## config.mk

```make
export PLATFORM = sky130hd
export DESIGN_NAME = sbox_v2
export DESIGN_NICKNAME = d
export VERILOG_FILES = /design/src/rtl/aes_gf_pkg.sv /design/src/rtl/sbox_v2_comb.sv /design/src/rtl/sbox_v2.sv
export SDC_FILE = /design/constraint.sdc
export NUM_CORES = 1
export LEC_CHECK = 0
export BUFFER_PORTS_ARGS = -buffer_cell sky130_fd_sc_hd__buf_2
export CORE_MARGIN = 3
export CORE_UTILIZATION = 60
export DETAILED_ROUTE_END_ITERATION = 12
export HOLD_SLACK_MARGIN = 0.15
export PLACE_DENSITY = 0.81
export REMOVE_ABC_BUFFERS = 1
export SETUP_SLACK_MARGIN = 0.15
export SYNTH_ARGS = -nofsm -noshare
export SYNTH_HDL_FRONTEND = slang
export SYNTH_SLANG_ARGS = --single-unit
```

## constraint.sdc

```tcl
create_clock -name clk -period 1.1 [get_ports clk]
set_clock_uncertainty 0.15 [all_clocks]
set_input_delay 0.22 -clock clk [delete_from_list [all_inputs] [get_ports clk]]
set_output_delay 0.22 -clock clk [all_outputs]
set_load 0.01 [all_outputs]
```

## src/rtl/aes_gf_pkg.sv

```systemverilog
// GF(16) and basis-change helpers for a composite-field GF((2^4)^2) AES S-box.
// The field polynomial is x^4+x+1 and the norm constant is v = 4'hD.
package aes_gf_pkg;

   localparam logic [3:0] GF16_POLY = 4'b0011;
   localparam logic [3:0] GF16_V    = 4'hD;

   function automatic logic [3:0] gf16_mul(input logic [3:0] a, input logic [3:0] b);
      logic [3:0] acc;
      logic [3:0] x;
      acc = 4'h0;
      x   = a;
      for (int k = 0; k < 4; k++) begin
         if (b[k]) acc = acc ^ x;
         x = {x[2:0], 1'b0} ^ (x[3] ? GF16_POLY : 4'h0);
      end
      return acc;
   endfunction

   function automatic logic [3:0] gf16_sq(input logic [3:0] x);
      return {x[3], x[1] ^ x[3], x[2], x[0] ^ x[2]};
   endfunction

   function automatic logic [3:0] gf16_sqv(input logic [3:0] x);
      return gf16_mul(gf16_sq(x), GF16_V);
   endfunction

   // Inverse of zero is mapped to zero so the 0x00 input needs no special handling.
   function automatic logic [3:0] gf16_inv(input logic [3:0] x);
      logic [3:0] r;
      case (x)
         4'h0:    r = 4'h0;
         4'h1:    r = 4'h1;
         4'h2:    r = 4'h9;
         4'h3:    r = 4'hE;
         4'h4:    r = 4'hD;
         4'h5:    r = 4'hB;
         4'h6:    r = 4'h7;
         4'h7:    r = 4'h6;
         4'h8:    r = 4'hF;
         4'h9:    r = 4'h2;
         4'hA:    r = 4'hC;
         4'hB:    r = 4'h5;
         4'hC:    r = 4'hA;
         4'hD:    r = 4'h4;
         4'hE:    r = 4'h3;
         4'hF:    r = 4'h8;
         default: r = 4'h0;
      endcase
      return r;
   endfunction

   function automatic logic [7:0] aes_iso(input logic [7:0] a);
      logic [7:0] q;
      q[7] = a[5] ^ a[7];
      q[6] = a[1] ^ a[4] ^ a[5] ^ a[6];
      q[5] = a[2] ^ a[3] ^ a[5] ^ a[7];
      q[4] = a[2] ^ a[3] ^ a[4] ^ a[6] ^ a[7];
      q[3] = a[1] ^ a[2] ^ a[6] ^ a[7];
      q[2] = a[2] ^ a[3] ^ a[6] ^ a[7];
      q[1] = a[1] ^ a[4] ^ a[6];
      q[0] = a[0] ^ a[1] ^ a[2] ^ a[3] ^ a[7];
      return q;
   endfunction

   // Back to the polynomial basis with the AES affine map (constant 0x63) folded in.
   function automatic logic [7:0] aes_inv_iso_affine(input logic [7:0] d);
      logic [7:0] s;
      s[7] = d[1] ^ d[2] ^ d[3] ^ d[7];
      s[6] = ~(d[4] ^ d[7]);
      s[5] = ~(d[1] ^ d[2] ^ d[7]);
      s[4] = d[0] ^ d[1] ^ d[2] ^ d[4] ^ d[6] ^ d[7];
      s[3] = d[0];
      s[2] = d[0] ^ d[1] ^ d[3] ^ d[4];
      s[1] = ~(d[0] ^ d[2] ^ d[7]);
      s[0] = ~(d[0] ^ d[5] ^ d[6] ^ d[7]);
      return s;
   endfunction

endpackage

```

## src/rtl/sbox_v2_comb.sv

```systemverilog
// Pure combinational AES forward S-box: basis change, GF(16) inversion of the
// GF(256) element, then inverse basis change with the affine step.
module sbox_v2_comb
   import aes_gf_pkg::*;
(
   input  logic [7:0] i_byte,
   output logic [7:0] o_byte
);

   logic [7:0] w_q;
   logic [3:0] w_g1;
   logic [3:0] w_g0;
   logic [3:0] w_t;
   logic [3:0] w_i;
   logic [3:0] w_d1;
   logic [3:0] w_d0;

   assign w_q  = aes_iso(i_byte);
   assign w_g1 = w_q[7:4];
   assign w_g0 = w_q[3:0];

   // w_t is the GF(16) norm of {g1,g0}; inverting it yields the GF(256) inverse.
   assign w_t  = gf16_mul(w_g1, w_g0) ^ gf16_sq(w_g0) ^ gf16_sqv(w_g1);
   assign w_i  = gf16_inv(w_t);
   assign w_d1 = gf16_mul(w_g1, w_i);
   assign w_d0 = gf16_mul(w_g0 ^ w_g1, w_i);

   assign o_byte = aes_inv_iso_affine({w_d1, w_d0});

endmodule

```

## src/rtl/sbox_v2.sv

```systemverilog
// One-byte AES SubBytes lane: combinational composite-field S-box with a
// registered result and valid, one result per clock at 1-cycle latency.
module sbox_v2
   import aes_gf_pkg::*;
(
   input  logic       clk,
   input  logic       rst,
   input  logic       in_valid,
   input  logic [7:0] in_byte,
   output logic       out_valid,
   output logic [7:0] out_byte
);

   logic [7:0] w_sbox;
   logic       r_out_valid;
   logic [7:0] r_out_byte;

   sbox_v2_comb u_comb (
      .i_byte (in_byte),
      .o_byte (w_sbox)
   );

   // Output byte only updates on a valid input so it holds across idle cycles.
   always_ff @(posedge clk or posedge rst) begin
      if (rst) begin
         r_out_valid <= 1'b0;
         r_out_byte  <= 8'h00;
      end else begin
         r_out_valid <= in_valid;
         if (in_valid) begin
            r_out_byte <= w_sbox;
         end else begin
            r_out_byte <= r_out_byte;
         end
      end
   end

   assign out_valid = r_out_valid;
   assign out_byte  = r_out_byte;

endmodule

```

==> results of run 1 <==
synthesized netlist by cell type (all sizes together) (3+ instances only):
cell     n
xor2    12
a21oi   10
a21boi   3
o21ai    4
nor3b    3
nor3     8
a211oi   3
xnor3    5
clkbuf   4
xor3     3
nor2b    6
nand2b   3
nor2    31
mux2i   10
inv     11
nand2    9
dfrtp    9
o211ai   3
buf     11
ha       7
xnor2   50
mux2     7
stage by stage:
step                      instances  cell area (um2)  setup WS [ns]  hold WS [ns]
after detailed placement        358             2700          -3.51        0.0616
after global placement          358             2700          -3.31        0.0367
after floorplan                 226             2000          -3.31        -0.102
cells by family after synthesis:
kind of cell	after synthesis	synth area share, %
compound gates	36	12.2
xor+xnor	70	39.2
fa+ha+maj	7	4.20
buf+inv	26	6.05
flops	9	10.8
mux	18	9.65
simple gates	75	17.9
==> impl_metrics.toml, run 1 <==
[yosys]
synth_edf_count = 0
synth_top_area_share_pct = 18.0
ys_types = 52
syn_avg_cell_area_um2 = 8.66
async_reset_ff_share_pct = 100
synth_seq_cells = 9
ys_top_cells_by_area = "xnor2_1, dfrtp_1, nor2_1"
synth_warnings = 0
yosysSeqAreaShare_pct = 10.8
synth_flop_cell = "dfrtp_1"
netlist_instances = 241
synth_area_mm2 = 0.00209
yosysTopAreaCell = "xnor2_1"

[clock_tree]
cts_max_level = 1
cts_resized = 47
cts_setup_buffers = 19
clock-sinks = 9
cts_buffers = 3
cts-root-buf = "clkbuf_4"
ctsHoldBuffers = 1
clk_path_buf_depth = 2

[floorplan]
rows = 20
die_h_um = 65.0
initial_core_util_pct = 65.7
ios = 20
die_w_um = 65.0

[run_status]
error = "[ERROR DPL-0033] detailed placement checks failed during check placement."
failed_stage = "clock tree synthesis (4_1_cts)"
status = "stopped before the end"

[placed_design]
port-buffer-count = 19
dp_hpwl_mm = 5.06
gp_congestion = 0.869
==> run 2: changes to the inputs <==
--- a/config.mk
+++ b/config.mk
@@ -7,12 +7,10 @@
 export LEC_CHECK = 0
 export BUFFER_PORTS_ARGS = -buffer_cell sky130_fd_sc_hd__buf_2
 export CORE_MARGIN = 3
-export CORE_UTILIZATION = 60
+export CORE_UTILIZATION = 40
 export DETAILED_ROUTE_END_ITERATION = 12
-export HOLD_SLACK_MARGIN = 0.15
-export PLACE_DENSITY = 0.81
+export PLACE_DENSITY_LB_ADDON = 0.15
 export REMOVE_ABC_BUFFERS = 1
-export SETUP_SLACK_MARGIN = 0.15
 export SYNTH_ARGS = -nofsm -noshare
 export SYNTH_HDL_FRONTEND = slang
 export SYNTH_SLANG_ARGS = --single-unit
==> run 2 against run 1 <==
Net effect:
- the flow now finishes, with violations (setup timing)
- area after synthesis stayed put
- synthesized cell count stayed put
==> impl_metrics.toml, run 2 <==
[run_status]
status = "finished with violations"
violations = "setup timing"

[setup_path]
worst-endpoint-arrival_ns = 4.06
criticalPathCategory = "in -> reg"
path_max_fanout = 6
end_kind = "register"
r2r-start = "out_byte[1]"
required_ns = 1.07
cp-start-kind = "primary input"
setup.worst_path.start = "in_byte[3]"

[yosys]
synth_edf_count = 0
synth_area_mm2 = 0.00209
yosysMostFrequentCell = "xnor2_1"
yosysSeqAreaShare_pct = 10.8
yosysTopAreaCell = "xnor2_1"
async_reset_ff_share_pct = 100
synth_flop_cell = "dfrtp_1"
synth_seq_cells = 9
ys_types = 52
netlist_instances = 241
synth_warnings = 0
ys_top_cells_by_area = "xnor2_1, dfrtp_1, nor2_1"
syn_avg_cell_area_um2 = 8.66
synth_top_area_share_pct = 18.0
synth.top_cells.by_count = "xnor2_1, nor2_1, inv_1"

[cells_and_area]
antenna-diode-count = 0
instances_no_fill = 420
final_layout_size_suffix_gt1_share_pct = 58.6
nets = 372
syn_to_final_growth_pct = 66.8
largest_reg_flops = 8
final_cell_mix = "buf_4, nor2_1, xnor2_1, xnor2_2, buf_2"
utilization_pct = 71.3
final_common_cell = "buf_4"

[timing]
hold_slack_ns = 0.0928
final-setup-viol-count = 16
maxSlewViolCount = 0
fin_crit_ns = 4.09
finalHoldViolations = 0
finalSetupTns_ns = -23.08
max_freq_mhz = 244
setup_slack_ns = -2.99
tightest_slew_ns = 0.405
fin_crit_sh_pct = 372
grt_setup_unrepaired = "true"
slew_headroom_pct = 72.8

[global_route]
grt_pass1_wl_mm = 9.52
grt_max_degree = 11
overflow = 0
grt_pass1_vias = 2093
antenna_found_initial = 0
grt_use_total_pct = 19.1

[clock_tree]
insertion_delay_ns = 0.24
path_clk_slew_ns = 0.05
clk_path_buf_depth = 2
cts_max_level = 1
cts-root-buf = "clkbuf_8"
cts_tree = "yes"
cts_buffers = 3
clock-sinks = 9

[floorplan]
rows = 25
ios = 20
die_h_um = 78.2
core_area_mm2 = 0.00488
dieArea_mm2 = 0.00612
initial_core_util_pct = 42.8
die_w_um = 78.2

[placed_design]
gp_congestion = 0.815
dp_hpwl_mm = 3.90
port-buffer-count = 19
dp_cells = 393

[route]
wl_per_cell_um = 14.2
antenna_left = 0
drt-pass1-iter-count = 4
drt_iter0_markers = 36
routed_wl_mm = 5.95
via_count = 2067
via_per_inst = 4.92
route.detailed.drc = 0

[job]
cap_viol_max_count = 0

[hold_path]
hp-class = "in -> reg"
hold_path.startpoint = "in_valid"
[run 2: cell counts after synthesis]
No cell type changed its count.
[run 2: logic make-up after synthesis]
| kind of cell | synth area share [%] |
|---|---|
| AOI/OAI and AO/OA | 12.2 |
| DFF | 10.8 |
| xor gates and xnor gates | 39.2 |
| buffers and inverters | 6.05 |
| adders and majority gates | 4.20 |
| muxes | 9.65 |
| and+or+nand+nor | 17.9 |
[run 2: routing by layer]
metal	track usage, %	vias up	share of wire, %
li1	-	1041	-
met5	0	-	0
met3	1.83	9	1.4
met4	2.10	0	1.2
met2	34.8	23	53
met1	25.2	994	44
[run 2: layout make-up]
class | count | area (um2)
Clock buffer | 3 | 41.3
Inverter | 11 | 43.8
Timing Repair Buffer | 123 | 956
Fill cell | 360 | 1400
Tap cell | 67 | 83.8
Sequential cell | 9 | 225
Multi-Input combinational cell | 206 | 2130
Clock inverter | 1 | 5.00
[run 2: critical path: stages]
cell and delay [ns]:
buf_8 0.08, xor3_2 0.48, buf_4 0.17, xnor2_2 0.14, nor2_1 0.11, xnor3_1 0.30, xor2_2 0.19, buf_6 0.15
buf_4 0.14, ha_1 0.20, mux2i_1 0.18, a211oi_2 0.10, buf_4 0.17, buf_4 0.15, nor2_1 0.17, xnor3_1 0.39
xnor2_2 0.29, xor2_2 0.21, xnor2_2 0.14, a21oi_1 0.08
[run 2: path summary, 6_finish.rpt]
kind	endpoint	slack [ns]	cells after the start
min in group asynchronous	out_byte[2]	0.34	3
max in group asynchronous	out_byte[5]	0.20	3
setup / recovery	out_byte[4]	-2.99	20
hold / removal	out_valid	0.09	1
hold reg to reg	out_byte[0]	0.36	1
setup reg to reg	out_byte[1]	0.06	2
[run 2: through the flow]
step | setup WS [ns] | cell area (um2)
6_report | -2.99 | 3480
5_1_grt | -3.14 | 3480
4_1_cts | -3.01 | 3270
3_5_place_dp | -3.40 | 2790
3_3_place_gp | -3.40 | 2790
2_1_floorplan | -3.31 | 2000
[run 2: what timing repair did]
action,in CTS,in global routing
gates resized for setup,61,31
hold buffers,1,0
endpoints found under the hold margin,9,0
buffers inserted,14,10
endpoints found under the setup margin,16,17
pin swaps,32,32
Power of run 2 is left out: the tool's default activity adds up to more than one toggle a clock period on the data nets, which glitch-free logic cannot reach.
